==> src/rtl/mem_port_arbiter_if.sv <==
// rtl/mem_port_arbiter_if.sv - client and memory-port signals of mem_port_arbiter
interface mem_port_arbiter_if #(
  parameter int ADDR_W = 32,
  parameter int DATA_W = 32
);
  logic                  inst_read;
  logic [ADDR_W-1:0]     inst_addr;
  logic                  inst_resp;
  logic [DATA_W-1:0]     inst_rdata;
  logic                  data_read;
  logic                  data_write;
  logic [DATA_W/8-1:0]   data_mbe;
  logic [ADDR_W-1:0]     data_addr;
  logic [DATA_W-1:0]     data_wdata;
  logic                  data_resp;
  logic [DATA_W-1:0]     data_rdata;
  logic                  mem_read;
  logic                  mem_write;
  logic [DATA_W/8-1:0]   mem_mbe;
  logic [ADDR_W-1:0]     mem_addr;
  logic [DATA_W-1:0]     mem_wdata;
  logic                  mem_resp;
  logic [DATA_W-1:0]     mem_rdata;

  modport slave (
    input  inst_read, inst_addr, data_read, data_write, data_mbe, data_addr, data_wdata,
           mem_resp, mem_rdata,
    output inst_resp, inst_rdata, data_resp, data_rdata,
           mem_read, mem_write, mem_mbe, mem_addr, mem_wdata
  );

  modport master (
    output inst_read, inst_addr, data_read, data_write, data_mbe, data_addr, data_wdata,
           mem_resp, mem_rdata,
    input  inst_resp, inst_rdata, data_resp, data_rdata,
           mem_read, mem_write, mem_mbe, mem_addr, mem_wdata
  );
endinterface

==> src/rtl/mem_port_arbiter.sv <==
// rtl/mem_port_arbiter.sv - serializes RV32I fetch and load/store requests onto one memory port
// Define ARB_ROUND_ROBIN_EN for alternating grants on ties; default is fixed data priority.
module mem_port_arbiter #(
  parameter int ADDR_W = 32,
  parameter int DATA_W = 32
) (
  input  logic            clk,
  input  logic            rst,
  mem_port_arbiter_if.slave bus
);
  localparam int MBE_W = DATA_W / 8;

  typedef enum logic [1:0] {IDLE, SERVE_I, SERVE_D} state_t;

  state_t              state;
  state_t              state_nxt;
  logic                data_req;
  logic                grant_i;
  logic                grant_d;
  logic                mem_read_q;
  logic                mem_write_q;
  logic [MBE_W-1:0]    mem_mbe_q;
  logic [ADDR_W-1:0]   mem_addr_q;
  logic [DATA_W-1:0]   mem_wdata_q;

  assign data_req = bus.data_read | bus.data_write;

`ifdef ARB_ROUND_ROBIN_EN
  // last_grant_d = 1 when the most recent grant went to the data side
  logic last_grant_d;

  always_ff @(posedge clk or posedge rst) begin
    if (rst)
      last_grant_d <= 1'b0;
    else if (grant_i | grant_d)
      last_grant_d <= grant_d;
  end

  always_comb begin
    grant_i = 1'b0;
    grant_d = 1'b0;
    if (state == IDLE) begin
      if (data_req && bus.inst_read) begin
        grant_d = ~last_grant_d;
        grant_i = last_grant_d;
      end else begin
        grant_d = data_req;
        grant_i = bus.inst_read;
      end
    end
  end
`else
  assign grant_d = (state == IDLE) && data_req;
  assign grant_i = (state == IDLE) && bus.inst_read && !data_req;
`endif

  always_ff @(posedge clk or posedge rst) begin
    if (rst) begin
      state       <= IDLE;
      mem_read_q  <= 1'b0;
      mem_write_q <= 1'b0;
      mem_mbe_q   <= '0;
      mem_addr_q  <= '0;
      mem_wdata_q <= '0;
    end else begin
      state <= state_nxt;
      // A simultaneous read+write from the data side is resolved as a write
      if (grant_d) begin
        mem_read_q  <= bus.data_read & ~bus.data_write;
        mem_write_q <= bus.data_write;
        mem_mbe_q   <= bus.data_mbe;
        mem_addr_q  <= bus.data_addr;
        mem_wdata_q <= bus.data_wdata;
      end else if (grant_i) begin
        mem_read_q  <= 1'b1;
        mem_write_q <= 1'b0;
        mem_mbe_q   <= '0;
        mem_addr_q  <= bus.inst_addr;
      end else if (state != IDLE && bus.mem_resp) begin
        mem_read_q  <= 1'b0;
        mem_write_q <= 1'b0;
      end
    end
  end

  always_comb begin
    state_nxt = state;
    case (state)
      IDLE: begin
        if (grant_d)
          state_nxt = SERVE_D;
        else if (grant_i)
          state_nxt = SERVE_I;
      end
      SERVE_I, SERVE_D: begin
        if (bus.mem_resp)
          state_nxt = IDLE;
      end
      default: state_nxt = IDLE;
    endcase
  end

  always_comb begin
    bus.inst_resp  = (state == SERVE_I) && bus.mem_resp;
    bus.data_resp  = (state == SERVE_D) && bus.mem_resp;
    bus.inst_rdata = bus.mem_rdata;
    bus.data_rdata = bus.mem_rdata;
    bus.mem_read   = mem_read_q;
    bus.mem_write  = mem_write_q;
    bus.mem_mbe    = mem_mbe_q;
    bus.mem_addr   = mem_addr_q;
    bus.mem_wdata  = mem_wdata_q;
  end
endmodule

==> src/flat_wrapper.sv <==
// flat-port wrapper written by rule: the top's interface ports become plain ports
module mem_port_arbiter_flat 
#(
  parameter int ADDR_W = 32,
  parameter int DATA_W = 32
)
  (clk, rst, bus_inst_read, bus_inst_addr, bus_data_read, bus_data_write, bus_data_mbe, bus_data_addr, bus_data_wdata, bus_mem_resp, bus_mem_rdata, bus_inst_resp, bus_inst_rdata, bus_data_resp, bus_data_rdata, bus_mem_read, bus_mem_write, bus_mem_mbe, bus_mem_addr, bus_mem_wdata);
  mem_port_arbiter_if #(.ADDR_W(ADDR_W), .DATA_W(DATA_W)) bus_i ();
  input  logic clk;
  input  logic rst;
  input wire logic [$bits(bus_i.inst_read)-1:0] bus_inst_read;
  input wire logic [$bits(bus_i.inst_addr)-1:0] bus_inst_addr;
  input wire logic [$bits(bus_i.data_read)-1:0] bus_data_read;
  input wire logic [$bits(bus_i.data_write)-1:0] bus_data_write;
  input wire logic [$bits(bus_i.data_mbe)-1:0] bus_data_mbe;
  input wire logic [$bits(bus_i.data_addr)-1:0] bus_data_addr;
  input wire logic [$bits(bus_i.data_wdata)-1:0] bus_data_wdata;
  input wire logic [$bits(bus_i.mem_resp)-1:0] bus_mem_resp;
  input wire logic [$bits(bus_i.mem_rdata)-1:0] bus_mem_rdata;
  output wire logic [$bits(bus_i.inst_resp)-1:0] bus_inst_resp;
  output wire logic [$bits(bus_i.inst_rdata)-1:0] bus_inst_rdata;
  output wire logic [$bits(bus_i.data_resp)-1:0] bus_data_resp;
  output wire logic [$bits(bus_i.data_rdata)-1:0] bus_data_rdata;
  output wire logic [$bits(bus_i.mem_read)-1:0] bus_mem_read;
  output wire logic [$bits(bus_i.mem_write)-1:0] bus_mem_write;
  output wire logic [$bits(bus_i.mem_mbe)-1:0] bus_mem_mbe;
  output wire logic [$bits(bus_i.mem_addr)-1:0] bus_mem_addr;
  output wire logic [$bits(bus_i.mem_wdata)-1:0] bus_mem_wdata;
  assign bus_i.inst_read = bus_inst_read;
  assign bus_i.inst_addr = bus_inst_addr;
  assign bus_i.data_read = bus_data_read;
  assign bus_i.data_write = bus_data_write;
  assign bus_i.data_mbe = bus_data_mbe;
  assign bus_i.data_addr = bus_data_addr;
  assign bus_i.data_wdata = bus_data_wdata;
  assign bus_i.mem_resp = bus_mem_resp;
  assign bus_i.mem_rdata = bus_mem_rdata;
  assign bus_inst_resp = bus_i.inst_resp;
  assign bus_inst_rdata = bus_i.inst_rdata;
  assign bus_data_resp = bus_i.data_resp;
  assign bus_data_rdata = bus_i.data_rdata;
  assign bus_mem_read = bus_i.mem_read;
  assign bus_mem_write = bus_i.mem_write;
  assign bus_mem_mbe = bus_i.mem_mbe;
  assign bus_mem_addr = bus_i.mem_addr;
  assign bus_mem_wdata = bus_i.mem_wdata;
  mem_port_arbiter #(.ADDR_W(ADDR_W), .DATA_W(DATA_W)) u_core (.clk(clk), .rst(rst), .bus(bus_i));
endmodule
==> config.mk <==
export PLATFORM = sky130hd
export DESIGN_NAME = mem_port_arbiter_flat
export DESIGN_NICKNAME = d
export VERILOG_FILES = /design/src/rtl/mem_port_arbiter_if.sv /design/src/rtl/mem_port_arbiter.sv /design/src/flat_wrapper.sv
export SDC_FILE = /design/constraint.sdc
export NUM_CORES = 1
export LEC_CHECK = 0
export BUFFER_PORTS_ARGS = -buffer_cell sky130_fd_sc_hd__buf_2
export CAP_MARGIN = 0
export CORE_AREA = 2 2 108 110
export CTS_BUF_LIST = sky130_fd_sc_hd__clkbuf_16
export CTS_CLUSTER_SIZE = 10
export DETAILED_ROUTE_END_ITERATION = 10
export DIE_AREA = 0 0 110 112
export PLACE_DENSITY = 0.73
export SLEW_MARGIN = 20
export SYNTH_ARGS = -nofsm -noshare
export SYNTH_HDL_FRONTEND = slang
export SYNTH_SLANG_ARGS = --single-unit
==> constraint.sdc <==
create_clock -name clk -period 2.7 [get_ports clk]
set_input_delay 0.27 -clock clk [delete_from_list [all_inputs] [get_ports clk]]
set_output_delay 0.27 -clock clk [all_outputs]
set_load 0.05 [all_outputs]
# Yosys cells after proc, flatten, opt, wreduce, memory -nomap -nowiden

Index checks and enable logic that the tools add are counted.

Add/subtract/negate cells: 0
$mul: 0
Div/mod/pow operators: 0
Magnitude comparators: 0
Equal/unequal tests: 4
Shift-type cells: 0
Multiplexer cells: 13
Bitwise gates (word level): 3
Reductions and logical operators: 13

Operator list:

| operator             | number |
|---|---|
| $mux W32             | 2 |
| $mux W4              | 2 |
| $logic_and A1 B1 Y1  | 6 |
| $mux W2              | 3 |
| $mux W1              | 5 |
| $pmux W2 S2          | 1 |
| $reduce_bool A2 Y1   | 2 |
| $ne A3 B1 Y1 const B | 1 |
| $reduce_bool A3 Y1   | 1 |
| $eq A2 B1 Y1 const B | 1 |
| $eq A2 B2 Y1 const B | 1 |
| $logic_not A2 Y1     | 1 |
| $ne A2 B2 Y1 const B | 1 |
| $reduce_and A2 Y1    | 1 |
| $reduce_or A2 Y1     | 1 |
| $and A1 B1 Y1        | 1 |
| $logic_not A1 Y1     | 1 |
| $not A1 Y1           | 1 |
| $or A1 B1 Y1         | 1 |

Flip-flop bits (word level): 72
Latch bits: 0
RAM bits: 0
ROM bits: 0
Output and inout bits: 136
Logic and storage cells: 39
Memories: 0

# Logic depth before layout (Yosys ltp)

Word-level depth: 6
Gate-level depth with buffers: 8

# Worst setup path before layout

No wires, ideal clock.

Path type: reg2reg
From: register u_core.state[1]
To: register u_core.mem_wdata_q[0], in the netlist u_core.bus.mem_wdata[0]
Setup time: 125 ps
Arrival: 1354 ps
Required time: 2575 ps
Setup slack: 1221 ps
Cell stages (with the launch flop): 7
Buffers on the path: 2
Period minus slack after synthesis: 1479 ps
Path through: dfrtp_1 inv_1 ha_1 clkbuf_2 o21ai_4 buf_6 mux2_4

Longest elaborated chain between the ends: 2

RTL lines:

| element                | RTL line               | source |
|---|---|---|
| from (decl)            | mem_port_arbiter.sv:15 | `state_t state;` |
| from (signal assigned) | mem_port_arbiter.sv:66 | `state <= state_nxt;` |
| $logic_not A2 Y1       | mem_port_arbiter.sv:53 | `assign grant_d = (state == IDLE) && data_req;` |
| $logic_and A1 B1 Y1    | mem_port_arbiter.sv:53 |  |
| to (signal assigned)   | mem_port_arbiter.sv:73 | `mem_wdata_q <= bus.data_wdata;` |
| to (decl)              | mem_port_arbiter.sv:24 | `logic [DATA_W-1:0] mem_wdata_q;` |

Every way passes these cells.
A chain may end at the register's enable or synchronous reset.

# Final worst setup path

From: register u_core.state[1]
To: register u_core.mem_wdata_q[28], in the netlist u_core.bus.mem_wdata[28]

Same word-level chain as after synthesis.

==> metrics.txt <==
PortBufs=approximately 180; pin count of the biggest net entering global routing=50; Worst Setup SP=u_core.state[1]$_DFFE_PP0P_; area leader, netlist=dfrtp_1; Placement Rows=39; WL final=a little under 8000 µm; VDD IR max=around 920 µV; CP Max Fanout=21; Yosys Warn Count=0; Pint=about 3.7 mW; Min Clock Period, post-route=roughly 2 ns; Mapped Cells=just over 300; Placed Cells=~560; Die Height=~110 µm; worst r2r src=u_core.state[1]$_DFFE_PP0P_; Antenna diodes=0; sequential share of power=0.267; post-synth top area share=0.4848; Distinct cells, synth=24; Area contributors post-synth=dfrtp_1 48%, buf_4 13%, mux2_4 12%, mux2i_1 8.6%, o21ai_1 3.6%; global routing usage on met2=0.2037; status=complete, no violations; met3 Use GR=0.03864; Net Count, Synth=between 400 and 500; worst r2r path cells=5; Design Power=7.207 mW; Worst Path Arrival=between 2 and 2.5 ns; Via Count=2,523; per-cell routed wire length=between 10 and 15 µm; Setup Buffers After CTS=0; CTS Root Cell=clkbuf_16; starting density of the core=0.3325; multi-input combinational cell area=approximately 1300 µm²; CP endpoint=u_core.bus.mem_wdata[28]$_DFFE_PP0P_; Layout Cells excl Fill=about 570; Sw Ratio=0.4861; combinational cell fraction of total power=0.551; DR vias/cell=roughly 4.4; first-pass GRT wire length=between 10,000 and 15,000 µm; max-cap viol count=0; # DRC=0; Crit. End Element=register; unrepaired setup endpoints after global routing=false; share of layout cells above drive strength 1=0.5408; Max Freq=507.7 MHz; per-instance average area after synthesis=12.03 µm²; met1 GRT Util=0.1417; Hold Violations, Final=0; register area share after synthesis=0.4848; placed wire-length estimate=6025 µm; CTS resizes=0; clk_lat worst skew=around 0.32 ns; Worst Setup Path Type=reg2reg; worst hold path class=in2async; Seq cells post-synth=a little over 70; # IOs=274; Worst Path Required=a little under 3 ns; final setup fails=0; startpoint type of the worst setup path=register; initial antenna violation count=0; # fillers=~1,100; final period utilization=0.7295; Max-Slew Margin vs Limit=0.4049; Final GP Congestion=0.7700; Post-Syn Area=3716 µm²; htree depth=3; Clk pwr share=0.182; Pleak=about 2.4 nW; core region area=~11,000 µm²; grt total ovfl=0; Reg clk slew, reported paths=around 0.06 ns; Detailed Routing Iterations Pass 1=4; P per Cell Area=1573 nW/µm²; CTS Sinks=72; final clock skew=just under 0.007 ns; gr usage total=0.1249; Die Area=about 12,000 µm²; RR Endpoint=u_core.bus.mem_wdata[28]$_DFFE_PP0P_; Sw Pwr=between 3 and 4 mW; layout overhead on the synthesized area=23.30%; vias in the first global route=2,541; Die W=around 110 µm; Final Slew Violations=0; Hold Buf Count CTS=0; CTS max path bufs=2; Iter 0 DRT Violations=66; GRT busiest layer=met2; Setup Total Neg Slack=0 ns; R2R setup slack=approximately 0.73 ns; worst-margin pin slew=~0.89 ns; nets@finish=between 500 and 600; antenna-violating nets left=0; register area=1802 µm²; CTS tree=done; Num CTS Buffers=9
-- worst max-delay path, stage by stage, from the launching register on --
cell and delay [ns]:
dfrtp_1 0.39, inv_1 0.11, ha_1 0.40, o21ai_4 0.33, buf_4 0.30, mux2_4 0.30
-- sequential cells by signal, summed over array words and instances (netlist names) --
name / cells
u_core.bus.mem_addr: 32
u_core.bus.mem_wdata: 32
u_core.bus.mem_mbe: 4
u_core.state: 2
u_core.bus.mem_read: 1
u_core.bus.mem_write: 1
-- power by group through the flow --
| stage | Sequential [mW] | Clock, mW | Combinational, mW |
|---|---|---|---|
| 4_1_cts | 1.93 | 1.35 | 4.01 |
| 2_1_floorplan | 3.77 | 0 | 1.58 |
| 5_1_grt | 2.00 | 1.40 | 4.20 |
| 3_3_place_gp | 1.92 | 0 | 3.95 |
| 3_5_place_dp | 1.93 | 0 | 4.01 |
| 6_report | 1.92 | 1.31 | 3.97 |
-- how the worst min path moves through the flow --
stage                         start                                  end  slack (ns)
finish                          rst  u_core.bus.mem_addr[15]$_DFFE_PP0P_        0.09
global route                    rst  u_core.bus.mem_addr[15]$_DFFE_PP0P_        0.16
detailed placement              rst  u_core.bus.mem_addr[15]$_DFFE_PP0P_        0.46
CTS                             rst  u_core.bus.mem_addr[15]$_DFFE_PP0P_        0.12
floorplan           bus_data_mbe[0]    u_core.bus.mem_mbe[0]$_DFFE_PP0P_        0.41
global placement                rst  u_core.bus.mem_addr[15]$_DFFE_PP0P_        0.46
-- per-stage QoR --
stage,cell area [µm²],hold slack (ns),util,setup WS [ns]
floorplan,3716,0.4099,-,0.6051
global placement,4247,0.4580,0.3800,0.7835
detailed placement,4247,0.4620,0.3800,0.7024
CTS,4582,0.1150,0.4100,0.7094
global route,4582,0.1641,0.4100,0.6172
finish,4582,0.08749,0.4100,0.7304
-- layout by cell type, fill, tap and decap left out, drive strengths merged, types with 6 or more instances in the layout --
master / count
clkbuf: 9
mux2: 32
o21ai: 33
mux2i: 32
buf: 183
nand2: 32
a22o: 6
dfrtp: 72
-- layout make-up --
class                   instances  share of cell area
flip-flops and latches         72              0.3932
multi-input cells             154              0.2826
repair buffers                183              0.2086
clock buffers                   9             0.04915
well taps                     143             0.03905
clock inverters                 7             0.02403
inverters                       4            0.003277
-- layer usage --
layer  wire, µm  part of all wire
met3        740             0.095
met5          0                 0
met4        265             0.034
met2       3670              0.47
met1       3151              0.40
-- synth_stat cells --
master and count:
o21ai_1 27, ha_1 3, and2_1 2, a22o_1 6, nand2b_1 1, buf_2 3
buf_4 66, clkbuf_2 3, mux2_4 30, o21ai_4 1, dfrtp_1 72, o31ai_4 1
nor2_8 1, nor3_1 1, mux2i_1 32, o22ai_1 1, a21oi_1 4, o21ai_0 5
inv_1 4, nand2_1 32, nor2b_1 2, mux2_2 2, nor2_1 3, buf_6 7
-- kinds of logic (layout without fill, tap and decap cells) --
logic type,Yosys count,count (layout),share of synthesized area
compound gates,45,45,0.07441
fa+ha+maj,3,3,0.01010
buf+inv,83,203,0.1667
flops,72,72,0.4848
mux,64,64,0.2135
simple gates,42,42,0.05051
(Power assumes the default switching activity.)
